[src/rtl/inst_writer_if.sv]
// -----------------------------------------------------------------------------
// inst_writer_if
// Bundle of the session control, instruction-field input and memory-write
// output signals of inst_writer.
//   master : the side that drives start/stop/base_addr and the field bundle
//   slave  : inst_writer itself (drives in_ready and the memory-side outputs)
// Handshake: a bundle moves on a rising edge where in_valid && in_ready are
// both 1; the producer holds every field stable while in_valid is 1 and
// in_ready is 0, and in_ready never depends on in_valid.
// -----------------------------------------------------------------------------
interface inst_writer_if;
   logic        start;
   logic        stop;
   logic [31:0] base_addr;
   logic        in_valid;
   logic        in_ready;
   logic [2:0]  itype;
   logic [6:0]  opcode;
   logic [2:0]  funct3;
   logic [6:0]  funct7;
   logic [4:0]  rd;
   logic [4:0]  rs1;
   logic [4:0]  rs2;
   logic [31:0] imm;
   logic [31:0] address;
   logic [31:0] memIn;
   logic        write;
   logic        read;
   logic        err;
   logic [15:0] count;
   logic        full;

   modport master (
      output start, stop, base_addr, in_valid, itype, opcode, funct3, funct7,
             rd, rs1, rs2, imm,
      input  in_ready, address, memIn, write, read, err, count, full
   );

   modport slave (
      input  start, stop, base_addr, in_valid, itype, opcode, funct3, funct7,
             rd, rs1, rs2, imm,
      output in_ready, address, memIn, write, read, err, count, full
   );
endinterface

[src/rtl/inst_writer.sv]
// -----------------------------------------------------------------------------
// inst_writer
// Encodes RISC-V style instruction field bundles (R/I/S/SB/UJ) into 32-bit
// words and writes them to consecutive word addresses of a memory, starting at
// a base address captured when a session opens. Illegal bundles are consumed
// and reported with a one-cycle err pulse.
// Ports:
//   clk        rising-edge clock
//   rst_n      asynchronous active-low reset
//   bus        inst_writer_if.slave (session control, field bundle, memory side)
//   dbg_state  current FSM state (0=IDLE 1=READY 2=WRITE 3=FULL)
// -----------------------------------------------------------------------------
module inst_writer #(
   parameter int unsigned MAX_WORDS = 16
) (
   input  logic          clk,
   input  logic          rst_n,
   inst_writer_if.slave  bus,
   output logic [1:0]    dbg_state
);

   typedef enum logic [1:0] {
      IDLE  = 2'd0,
      READY = 2'd1,
      WRITE = 2'd2,
      FULL  = 2'd3
   } state_t;

   localparam logic [16:0] MAX_W = 17'(MAX_WORDS);

   state_t      state_q, state_d;
   logic [31:0] address_q;
   logic [31:0] mem_in_q;
   logic [15:0] count_q;
   logic        err_q;

   logic        accept;
   logic        legal;
   logic [31:0] enc;
   logic [16:0] count_inc;
   logic        imm_ok12, imm_ok13, imm_ok21;

   // stop closes the session this edge, so no bundle is taken alongside it
   assign bus.in_ready = (state_q == READY) && !bus.stop;
   assign accept       = bus.in_valid && bus.in_ready;
   assign count_inc    = {1'b0, count_q} + 17'd1;

   // Immediate range checks: the value fits in N signed bits when every bit
   // from N-1 upward equals the sign bit.
   assign imm_ok12 = (&bus.imm[31:11]) | ~(|bus.imm[31:11]);
   assign imm_ok13 = ((&bus.imm[31:12]) | ~(|bus.imm[31:12])) & ~bus.imm[0];
   assign imm_ok21 = ((&bus.imm[31:20]) | ~(|bus.imm[31:20])) & ~bus.imm[0];

   always_comb begin
      legal = 1'b0;
      enc   = 32'h0;
      case (bus.itype)
         3'd0: begin
            legal = (bus.opcode == 7'h33);
            enc   = {bus.funct7, bus.rs2, bus.rs1, bus.funct3, bus.rd, bus.opcode};
         end
         3'd1: begin
            legal = ((bus.opcode == 7'h03) || (bus.opcode == 7'h13)) && imm_ok12;
            enc   = {bus.imm[11:0], bus.rs1, bus.funct3, bus.rd, bus.opcode};
         end
         3'd2: begin
            legal = (bus.opcode == 7'h23) && imm_ok12;
            enc   = {bus.imm[11:5], bus.rs2, bus.rs1, bus.funct3, bus.imm[4:0],
                     bus.opcode};
         end
         3'd3: begin
            legal = (bus.opcode == 7'h63) && imm_ok13;
            enc   = {bus.imm[12], bus.imm[10:5], bus.rs2, bus.rs1, bus.funct3,
                     bus.imm[4:1], bus.imm[11], bus.opcode};
         end
         3'd4: begin
            legal = (bus.opcode == 7'h6F) && imm_ok21;
            enc   = {bus.imm[20], bus.imm[10:1], bus.imm[11], bus.imm[19:12],
                     bus.rd, bus.opcode};
         end
         default: begin
            legal = 1'b0;
            enc   = 32'h0;
         end
      endcase
   end

   // Next-state logic
   always_comb begin
      state_d = state_q;
      case (state_q)
         IDLE: begin
            if (bus.start) state_d = READY;
         end
         READY: begin
            if (bus.stop)              state_d = IDLE;
            else if (accept && legal)  state_d = WRITE;
         end
         WRITE: begin
            // the write itself always completes; stop only picks the exit
            if (bus.stop)                  state_d = IDLE;
            else if (count_inc == MAX_W)   state_d = FULL;
            else                           state_d = READY;
         end
         FULL: begin
            if (bus.stop) state_d = IDLE;
         end
         default: state_d = IDLE;
      endcase
   end

   always_ff @(posedge clk or negedge rst_n) begin
      if (!rst_n) state_q <= IDLE;
      else        state_q <= state_d;
   end

   always_ff @(posedge clk or negedge rst_n) begin
      if (!rst_n) begin
         address_q <= 32'h0;
         mem_in_q  <= 32'h0;
         count_q   <= 16'h0;
         err_q     <= 1'b0;
      end else begin
         err_q <= accept && !legal;
         if ((state_q == IDLE) && bus.start) begin
            address_q <= bus.base_addr;
            count_q   <= 16'h0;
         end
         if (accept && legal) mem_in_q <= enc;
         if (state_q == WRITE) begin
            address_q <= address_q + 32'd4;
            count_q   <= count_inc[15:0];
         end
      end
   end

   // write/full decode straight from state so reset drops them immediately
   assign bus.write   = (state_q == WRITE);
   assign bus.full    = (state_q == FULL);
   assign bus.read    = 1'b0;
   assign bus.err     = err_q;
   assign bus.address = address_q;
   assign bus.memIn   = mem_in_q;
   assign bus.count   = count_q;
   assign dbg_state   = state_q;

endmodule
[src/flat_wrapper.sv]
// flat-port wrapper written by rule: the top's interface ports become plain ports
module inst_writer_flat 
#(
   parameter int unsigned MAX_WORDS = 16
)
  (clk, rst_n, dbg_state, bus_start, bus_stop, bus_base_addr, bus_in_valid, bus_itype, bus_opcode, bus_funct3, bus_funct7, bus_rd, bus_rs1, bus_rs2, bus_imm, bus_in_ready, bus_address, bus_memIn, bus_write, bus_read, bus_err, bus_count, bus_full);
  inst_writer_if bus_i ();
  input  logic clk;
  input  logic rst_n;
  output logic [1:0] dbg_state;
  input wire logic [$bits(bus_i.start)-1:0] bus_start;
  input wire logic [$bits(bus_i.stop)-1:0] bus_stop;
  input wire logic [$bits(bus_i.base_addr)-1:0] bus_base_addr;
  input wire logic [$bits(bus_i.in_valid)-1:0] bus_in_valid;
  input wire logic [$bits(bus_i.itype)-1:0] bus_itype;
  input wire logic [$bits(bus_i.opcode)-1:0] bus_opcode;
  input wire logic [$bits(bus_i.funct3)-1:0] bus_funct3;
  input wire logic [$bits(bus_i.funct7)-1:0] bus_funct7;
  input wire logic [$bits(bus_i.rd)-1:0] bus_rd;
  input wire logic [$bits(bus_i.rs1)-1:0] bus_rs1;
  input wire logic [$bits(bus_i.rs2)-1:0] bus_rs2;
  input wire logic [$bits(bus_i.imm)-1:0] bus_imm;
  output wire logic [$bits(bus_i.in_ready)-1:0] bus_in_ready;
  output wire logic [$bits(bus_i.address)-1:0] bus_address;
  output wire logic [$bits(bus_i.memIn)-1:0] bus_memIn;
  output wire logic [$bits(bus_i.write)-1:0] bus_write;
  output wire logic [$bits(bus_i.read)-1:0] bus_read;
  output wire logic [$bits(bus_i.err)-1:0] bus_err;
  output wire logic [$bits(bus_i.count)-1:0] bus_count;
  output wire logic [$bits(bus_i.full)-1:0] bus_full;
  assign bus_i.start = bus_start;
  assign bus_i.stop = bus_stop;
  assign bus_i.base_addr = bus_base_addr;
  assign bus_i.in_valid = bus_in_valid;
  assign bus_i.itype = bus_itype;
  assign bus_i.opcode = bus_opcode;
  assign bus_i.funct3 = bus_funct3;
  assign bus_i.funct7 = bus_funct7;
  assign bus_i.rd = bus_rd;
  assign bus_i.rs1 = bus_rs1;
  assign bus_i.rs2 = bus_rs2;
  assign bus_i.imm = bus_imm;
  assign bus_in_ready = bus_i.in_ready;
  assign bus_address = bus_i.address;
  assign bus_memIn = bus_i.memIn;
  assign bus_write = bus_i.write;
  assign bus_read = bus_i.read;
  assign bus_err = bus_i.err;
  assign bus_count = bus_i.count;
  assign bus_full = bus_i.full;
  inst_writer #(.MAX_WORDS(MAX_WORDS)) u_core (.clk(clk), .rst_n(rst_n), .bus(bus_i), .dbg_state(dbg_state));
endmodule
[config.mk]
export PLATFORM = sky130hd
export DESIGN_NAME = inst_writer_flat
export DESIGN_NICKNAME = d
export VERILOG_FILES = /design/src/rtl/inst_writer_if.sv /design/src/rtl/inst_writer.sv /design/src/flat_wrapper.sv
export SDC_FILE = /design/constraint.sdc
export NUM_CORES = 1
export LEC_CHECK = 0
export BUFFER_PORTS_ARGS = -buffer_cell sky130_fd_sc_hd__buf_4
export CORE_MARGIN = 2
export CORE_UTILIZATION = 54
export CTS_CLUSTER_DIAMETER = 30
export DETAILED_ROUTE_END_ITERATION = 6
export PLACE_DENSITY = 0.87
export SLEW_MARGIN = 20
export SYNTH_ARGS = -nofsm -noshare
export SYNTH_HDL_FRONTEND = slang
export SYNTH_SLANG_ARGS = --single-unit
[constraint.sdc]
create_clock -name clk -period 2.81 [get_ports clk]
set_input_delay 0.281 -clock clk [delete_from_list [all_inputs] [get_ports clk]]
set_output_delay 0.281 -clock clk [all_outputs]
set_load 0.1 [all_outputs]
**After elaboration in Yosys (flattened, before gate mapping)**

Index checks and enable logic that the tools add are counted.

- Register bits after elaboration: 83

- Add/sub/neg operators: 2
- Eq/ne operators: 17
- Multiplexer cells: 13
- Bitwise logic cells: 9
- Reductions and logical operators: 22

Operator list:

| cell | count |
|---|---|
| case mux 32 bit (5 select lines) | 1 |
| 2-to-1 mux 32 bit | 2 |
| adder 32 x 3 -> 32 bit (second input constant) | 1 |
| 2-to-1 mux 16 bit | 2 |
| AND reduction 21 bit | 1 |
| OR reduction 21 bit | 1 |
| AND reduction 20 bit | 1 |
| OR reduction 20 bit | 1 |
| adder 16 x 1 -> 17 bit (second input constant) | 1 |
| equality test 17 x 5 -> 1 bit (second input constant) | 1 |
| equality test 7 x 6 -> 1 bit (second input constant) | 2 |
| equality test 7 bit (second input constant) | 2 |
| 2-to-1 mux 2 bit | 6 |
| AND reduction 12 bit | 1 |
| OR reduction 12 bit | 1 |
| logical AND 1 bit | 9 |
| case mux 2 bit (4 select lines) | 1 |
| equality test 7 x 2 -> 1 bit (second input constant) | 1 |
| equality test 7 x 5 -> 1 bit (second input constant) | 1 |
| equality test 3 x 2 -> 1 bit (second input constant) | 2 |
| case mux 1 bit (5 select lines) | 1 |
| equality test 2 bit (second input constant) | 2 |
| != test 2 bit (second input constant) | 2 |
| inverter 1 bit | 4 |
| 12 further kinds | 16 |

**Depth between registers and ports, before layout**

Gate-level depths: netlist of the first run.

- Word-level depth: 10
- Depth in mapped cells: 8

**Least setup slack after synthesis of the first run**

No wires, ideal clock.

- Kind: flip-flop to flip-flop
- From: register u_core.state_q[1] (netlist: u_core.dbg_state[1])
- To: register u_core.count_q[11] (netlist: u_core.bus.count[11])
- Setup time: 0.093 ns
- Arrival time: 2.995 ns
- Data required time: 2.717 ns
- Setup slack: -0.278 ns
- Stages on the path, launching flop included: 8
- Path buffers: 3
- Clock period less this slack: 3.088 ns
- Path through: dfrtp_1 > nand2b_1 > clkbuf_1 > inv_1 > clkbuf_1 > clkbuf_1 > nand3_1 > o21ai_0

- Elaborated cells between the ends (all ways): 5

RTL lines:

| element | line | source |
|---|---|---|
| start, declared | inst_writer.sv:31 | `state_t state_q, state_d;` |
| start signal, assigned | inst_writer.sv:114 | `else state_q <= state_d;` |
| equality test 2 bit * | -- |  |
| named net bus_write | flat_wrapper.sv:26 | `output wire logic [$bits(bus_i.write)-1:0] bus_write;` |
| 2-to-1 mux 16 bit / nonzero test 2 bit (equally long branches) | -- |  |
| end signal, assigned | inst_writer.sv:132 | `count_q <= count_inc[15:0];` |
| end, declared | inst_writer.sv:34 | `logic [15:0] count_q;` |

Mark *: on every way through the listed nets, which the timed path passes. The rest lies on a longest branch.
A chain may end at the register's enable or synchronous reset.

**Worst setup path after layout of the first run**

- From: register u_core.state_q[0] (netlist: u_core.dbg_state[0])
- To: register u_core.mem_in_q[31] (netlist: u_core.bus.memIn[31])

- Longest elaborated chain between the ends: 4

RTL lines:

| element | line | source |
|---|---|---|
| equality test 2 x 1 -> 1 bit | inst_writer.sv:44 | `assign bus.in_ready = (state_q == READY) && !bus.stop;` |
| logical AND 1 bit | inst_writer.sv:44 |  |
| logical AND 1 bit | inst_writer.sv:45 | `assign accept = bus.in_valid && bus.in_ready;` |
| logical AND 1 bit | inst_writer.sv:129 | `if (accept && legal) mem_in_q <= enc;` |
| end signal, assigned | inst_writer.sv:129 |  |
| end, declared | inst_writer.sv:33 | `logic [31:0] mem_in_q;` |

No other way between the ends.

==> results of run 1 <==
stage by stage:
stage / setup WS, ns / utilization (%) / total power [uW] / instances / cell area (um^2)
2_1_floorplan: 0.121 / - / 2500 / 516 / 4970
5_1_grt: 0.289 / 74.9 / 3920 / 806 / 6600
6_report: 0.533 / 74.9 / 3790 / 806 / 6600
3_3_place_gp: 0.433 / 72.7 / 2910 / 790 / 6400
3_5_place_dp: 0.347 / 72.7 / 2940 / 790 / 6400
4_1_cts: 0.534 / 74.9 / 3800 / 806 / 6590
flip-flops by register name (all words and copies together) (netlist names):
name	count
u_core.bus.memIn	32
u_core.bus.count	16
u_core.bus.err	1
u_core.bus.address	32
u_core.dbg_state	2
kinds of logic after synthesis:
family	count (synthesis)	share of synthesized area, %
flops	83	41.8
simple gates	213	22.6
mux	40	11.1
buf+inv	37	4.18
xor+xnor	4	0.705
fa+ha+maj	2	0.504
compound gates	136	19.0
other cells	1	0.0755
cell usage in the layout, fill, tap and decap left out, types with 10 or more instances in the layout:
cell type    n
a31oi_1     14
nand4_1     15
a22o_1      15
a21oi_1     11
clkbuf_8    10
buf_4      196
dfrtp_1     83
nand3_1     26
o21ai_0     45
nand2_1     72
nor2_1      36
mux2_4      28
power breakdown:
part / switching (uW) / internal [uW]
registers: 162 / 1300
clock network: 431 / 435
logic: 1100 / 366
critical path: stages (launching register included):
cell and delay [ns]:
dfrtp_1 0.41, nor2b_1 0.31, and2_1 0.24, and2_0 0.15, a32o_1 0.19, a21o_4 0.46
mux2_2 0.40
worst paths after layout:
check / from / to / slack, ns / depth (start not counted)
setup / recovery: u_core.dbg_state[0] / u_core.bus.memIn[31] / 0.53 / 6
hold / removal: rst_n / u_core.bus.memIn[24] / -0.03 / 1
setup reg to reg: u_core.dbg_state[0] / u_core.bus.memIn[31] / 0.53 / 6
hold reg to reg: u_core.bus.address[1] / u_core.bus.address[1] / 0.48 / 2
max in group asynchronous: rst_n / u_core.bus.memIn[2] / 2.32 / 1
min in group clk: bus_base_addr[0] / u_core.bus.address[0] / 0.12 / 3
routing by layer:
metal	up-vias	share of wire, %	global-route usage, %
li1	2292	-	-
met1	2369	40	38.5
met2	223	50	48.6
met3	47	5.9	4.60
met4	0	3.8	14.1
met5	-	0	0
area by class of cell:
class,instances,area (um^2)
inverter,6,22.5
timing repair buffer,197,1480
multi-input combinational,396,2690
tap,108,135
clock inverter,4,50.0
fill,665,2210
sequential,83,2080
clock buffer,12,145
==> out/metrics.csv, run 1 <==
stage,metric,value,unit
outcome,outcome,"complete, but fails checks",
outcome,violations,hold timing,
drt,drtAntennaViolNets,0,
die,rows,34,
sta,tns,0,ns
grt,gr-total-overflow,0,
job,drv_cap,0,
sta,fmaxAchievable,439,MHz
setup_path,cp-end-kind,flop,
logic_synthesis,synth_common_cells,"83 x dfrtp_1, 72 x nand2_1, 45 x o21ai_0",
grt,antenna_found_initial,0,
die,coreArea,8810,um^2
final_layout,fin_nets,799,
sta,rsz0062_at_grt,no,
clock_network,cts_resized,0,
grt,grt_pass1_vias,4923,
setup_path,worstPathRequired,3.05,ns
logic_synthesis,yosysTopAreaCell,dfrtp_1,
sta,slew-limit-headroom,49.7,%
clock_network,cts_num_sinks,83,
sta,min_period_over_period,81.0,%
logic_synthesis,synth_area_leaders,"dfrtp_1 42%, mux2_4 8.5%, nand2_1 5.4%",
power_and_ir_drop,vdd_drop_max,0.653,mV
die,fp.dieH,99.9,um
clock_network,postCtsHoldBufs,0,
placed_design,gp_congestion,0.944,
power_and_ir_drop,p_per_area,574,nW/um^2
placed_design,port_buffers,189,
clock_network,root_buffer,clkbuf_8,
worst_hold_path,hp-class,in2async,
logic_synthesis,ys_warn_count,0,
logic_synthesis,syn-instance-count,516,
logic_synthesis,synth_area,4970,um^2
sta,fin_skew,0.0118,ns
logic_synthesis,yosysMostFrequentCell,dfrtp_1,
setup_path,cp.arrival,2.51,ns
grt,grt_max_degree,84,
drt,vias,4931,
placed_design,dp_hpwl,10.7,mm
drt,dr.first_iter.drc_count,290,
drt,wl_per_cell,18.1,um
clock_network,clk_latency,0.35,ns
logic_synthesis,synth_ff_type,dfrtp_1,
logic_synthesis,ys_types,61,
grt,grt_usage,29.6,%
die,die_w,99.9,um
sta,hold_slack,-0.0254,ns
power_and_ir_drop,power.leakage,0.00311,uW
logic_synthesis,ys_async_sr_fraction,100,%
drt,via_per_inst,6.12,
logic_synthesis,seq_area_frac_synth,41.8,%
sta,tightest_slew,0.755,ns
drt,routed_wl,14.6,mm
final_layout,drive_above_1_share,38.3,%
die,die_area,9980,um^2
logic_synthesis,syn_area_per_cell,9.63,um^2
logic_synthesis,yosysTopAreaCellShare,41.8,%
clock_network,cts_setup_buffers,0,
sta,finalHoldViolCount,34,
sta,final-setup-viol-count,0,
die,ioPinCount,191,
clock_network,cts.clk_slew.worst_paths,0.08,ns
clock_network,cts.htree.levels,3,
clock_network,cts_made_buffers,9,
clock_network,cts_buffer_depth,2,
logic_synthesis,syn_nets,622,
grt,grt_pass1_wl,23.7,mm
final_layout,areaGrowthSynthToFinish,32.8,%
die,start_util,56.4,%
logic_synthesis,ys_ff_latch,83,
sta,min_period,2.28,ns
logic_synthesis,synth_edf_count,0,
drt,route.detailed.drc,0,
drt,drtPass1Iterations,5,
setup_path,cp-start-kind,flop,
final_layout,diodes,0,
sta,drv_slew,0,
clock_network,cts_tree,done,
setup_path,path_max_fanout,32,
setup_path,critPathKind,reg2reg,
(Power assumes the default switching activity.)
==> run 2: changes to the inputs <==
- CORE_UTILIZATION: 54 -> 45
- PLACE_DENSITY: 0.87 -> 0.77
- clock period: 2.81 -> 1.95 ns (I/O delays scaled with it)
==> run 2 against run 1 <==
Net effect: the run ends with setup timing left; clock skew down 0.0020 ns; via count increased by 6.2%; flip-flop and latch count is the same; critical path depth up 3; final cell count increased by 12%; cell area up 15%; count of clock-buffer cells in the layout is 2 lower; critical path type unchanged; highest routed layer unchanged.
==> out/metrics.csv, run 2 (same netlist as run 1, synthesis figures left out) <==
stage,metric,value,unit,change
sta,final-setup-viol-count,3,,+3
die,rows,38,,+12%
power_and_ir_drop,combPwrFrac,37.7,%,-0.9 points
drt,via_per_inst,5.80,,-5.2%
job,drv_cap,0,,unchanged
power_and_ir_drop,p_per_area,777,nW/um^2,+35%
setup_path,r2r-start,u_core.bus.count[1],,
setup_path,path_max_fanout,4,,-88%
setup_path,cp-start-kind,flop,,
drt,drtAntennaViolNets,0,,unchanged
placed_design,port_buffers,189,,unchanged
die,coreArea,10800,um^2,+23%
clock_network,cts_tree,done,,
setup_path,worstPathRequired,2.24,ns,-0.81 ns
drt,wl_per_cell,17.3,um,-4.0%
final_layout,layout_commonest_cell,buf_4,,
die,die_w,109,um,+9.2%
die,die_area,11900,um^2,+19%
final_layout,nFillCells,798,,+20%
drt,routed_wl,15.6,mm,+7.5%
sta,rsz0062_at_grt,yes,,
power_and_ir_drop,power.leakage,0.00349,uW,+12%
clock_network,cts.clk_slew.worst_paths,0.09,ns,about the same
worst_hold_path,min_from,bus_base_addr[0],,
drt,vias,5237,,+6.2%
placed_design,place_inst,873,,+11%
sta,drv_slew,0,,unchanged
die,start_util,46.0,%,-10 points
sta,tns,-0.0102,ns,-0.0102 ns
outcome,outcome,"complete, but fails checks",,
clock_network,clk_latency,0.35,ns,about the same
sta,min_period,1.95,ns,-0.323 ns
setup_path,cp.arrival,2.24,ns,-0.27 ns
setup_path,reg2reg_to,u_core.dbg_state[1],,
grt,grt_pass1_vias,5135,,+4.3%
final_layout,fin_nets,864,,+8.1%
drt,dr.first_iter.drc_count,413,,+42%
final_layout,fin_cells,903,,+12%
placed_design,gp_congestion,0.948,,+0.49%
drt,drtPass1Iterations,5,,unchanged
power_and_ir_drop,clkPwrFrac,25.6,%,+2.7 points
setup_path,critPathKind,reg2reg,,
sta,setup_slack,-0.00399,ns,-0.537 ns
power_and_ir_drop,vdd_drop_max,0.770,mV,+18%
clock_network,cts_made_buffers,9,,unchanged
power_and_ir_drop,power_switching,2510,uW,+48%
worst_hold_path,hold_path_end,u_core.bus.address[0],,
power_and_ir_drop,seqPwrFrac,36.7,%,-1.9 points
clock_network,cts_buffer_depth,2,,unchanged
setup_path,reg2reg_depth,9,,+3
drt,route.detailed.drc,0,,unchanged
sta,fmaxAchievable,512,MHz,+17%
final_layout,diodes,0,,unchanged
placed_design,dp_hpwl,11.4,mm,+6.9%
final_layout,final_cell_mix,"251 x buf_4, 70 x nand2_1, 43 x o21ai_0",,
sta,min_period_over_period,100,%,+19 points
clock_network,cts_num_sinks,83,,unchanged
sta,fin_skew,0.00986,ns,-0.00195 ns
die,fp.dieH,109,um,+9.2%
die,ioPinCount,191,,unchanged
worst_hold_path,hp-class,in2reg,,
grt,antenna_found_initial,0,,unchanged
power_and_ir_drop,swShare,42.5,%,-2.1 points
grt,grt_usage,25.8,%,-3.8 points
final_layout,drive_above_1_share,53.2,%,+15 points
clock_network,cts.htree.levels,3,,unchanged
sta,hold_slack,0.0294,ns,+0.0549 ns
grt,grt_pass1_wl,24.2,mm,+2.0%
power_and_ir_drop,intPower,3400,uW,+62%
grt,grt_max_degree,64,,-24%
outcome,violations,setup timing,,
final_layout,areaGrowthSynthToFinish,53.1,%,
clock_network,root_buffer,clkbuf_8,,
sta,finalHoldViolCount,0,,-100%
grt,gr-total-overflow,0,,unchanged
worst_hold_path,whs_path_depth,3,,
setup_path,cp-end-kind,flop,,
setup_path,rrSetupSlack,-0.004,ns,-0.54 ns
==> run 2: metal layers <==
metal  vias to the layer above  track usage, %  part of all wire, %
li1                       2426               -                    -
met1                      2522            32.2                   40
met2                       244            43.0                   50
met3                        45            3.89                  6.9
met4                         0            13.6                  3.3
met5                         -               0                    0
==> run 2: stage by stage <==
step           power [uW]  utilization [%]  instance area [um^2]  worst slack, ns
2_1_floorplan        3720                -                  5240           -0.125
3_3_place_gp         4350             65.8                  7100           -0.144
3_5_place_dp         4390             65.8                  7100           -0.236
6_report             5910             70.5                  7600         -0.00399
4_1_cts              5900             68.7                  7410          -0.0494
5_1_grt              6140             70.5                  7600          -0.0840
==> run 2: final cells by class <==
cell class / instances / area (um^2) / area share [%]
clock inverter: 6 / 113 / 1.48
inverter: 6 / 22.5 / 0.296
tap: 140 / 175 / 2.30
sequential: 83 / 2200 / 28.9
timing repair buffer: 262 / 2070 / 27.2
clock buffer: 10 / 128 / 1.68
multi-input combinational: 396 / 2900 / 38.1
==> run 2: power groups by stage <==
stage	registers [uW]	logic (uW)	clock network [uW]
floorplan	3290	434	0
global placement	2190	2160	0
detailed placement	2200	2190	0
CTS	2170	2200	1540
global route	2200	2330	1620
finish	2170	2220	1510
==> run 2: how the worst max path moves through the flow <==
stage | start | endpoint | slack, ns
finish | u_core.bus.count[1] | u_core.dbg_state[1] | -0.004
global route | u_core.bus.address[2] | u_core.bus.address[28] | -0.08
CTS | u_core.bus.count[1] | u_core.dbg_state[1] | -0.05
detailed placement | bus_itype[0] | u_core.bus.memIn[25] | -0.24
global placement | u_core.bus.count[0] | u_core.dbg_state[1] | -0.14
floorplan | u_core.dbg_state[0] | u_core.bus.memIn[10] | -0.13
==> run 2: worst max-delay path, cell delays in order, from the launching register on <==
cell,delay (ns)
dfrtp_4,0.49
ha_4,0.17
nand4_1,0.10
buf_4,0.15
nor2_4,0.04
a311oi_2,0.24
a31oi_1,0.10
o41ai_2,0.36
buf_4,0.17
a31o_4,0.08
==> run 2: what timing repair did <==
item,4_1_cts,5_1_grt
endpoints found under the hold margin,20,0
cloned,0,2
setup buffers,4,7
setup endpoints to repair,11,27
resized for setup,6,24
hold buffers,1,0
pin swaps,4,19
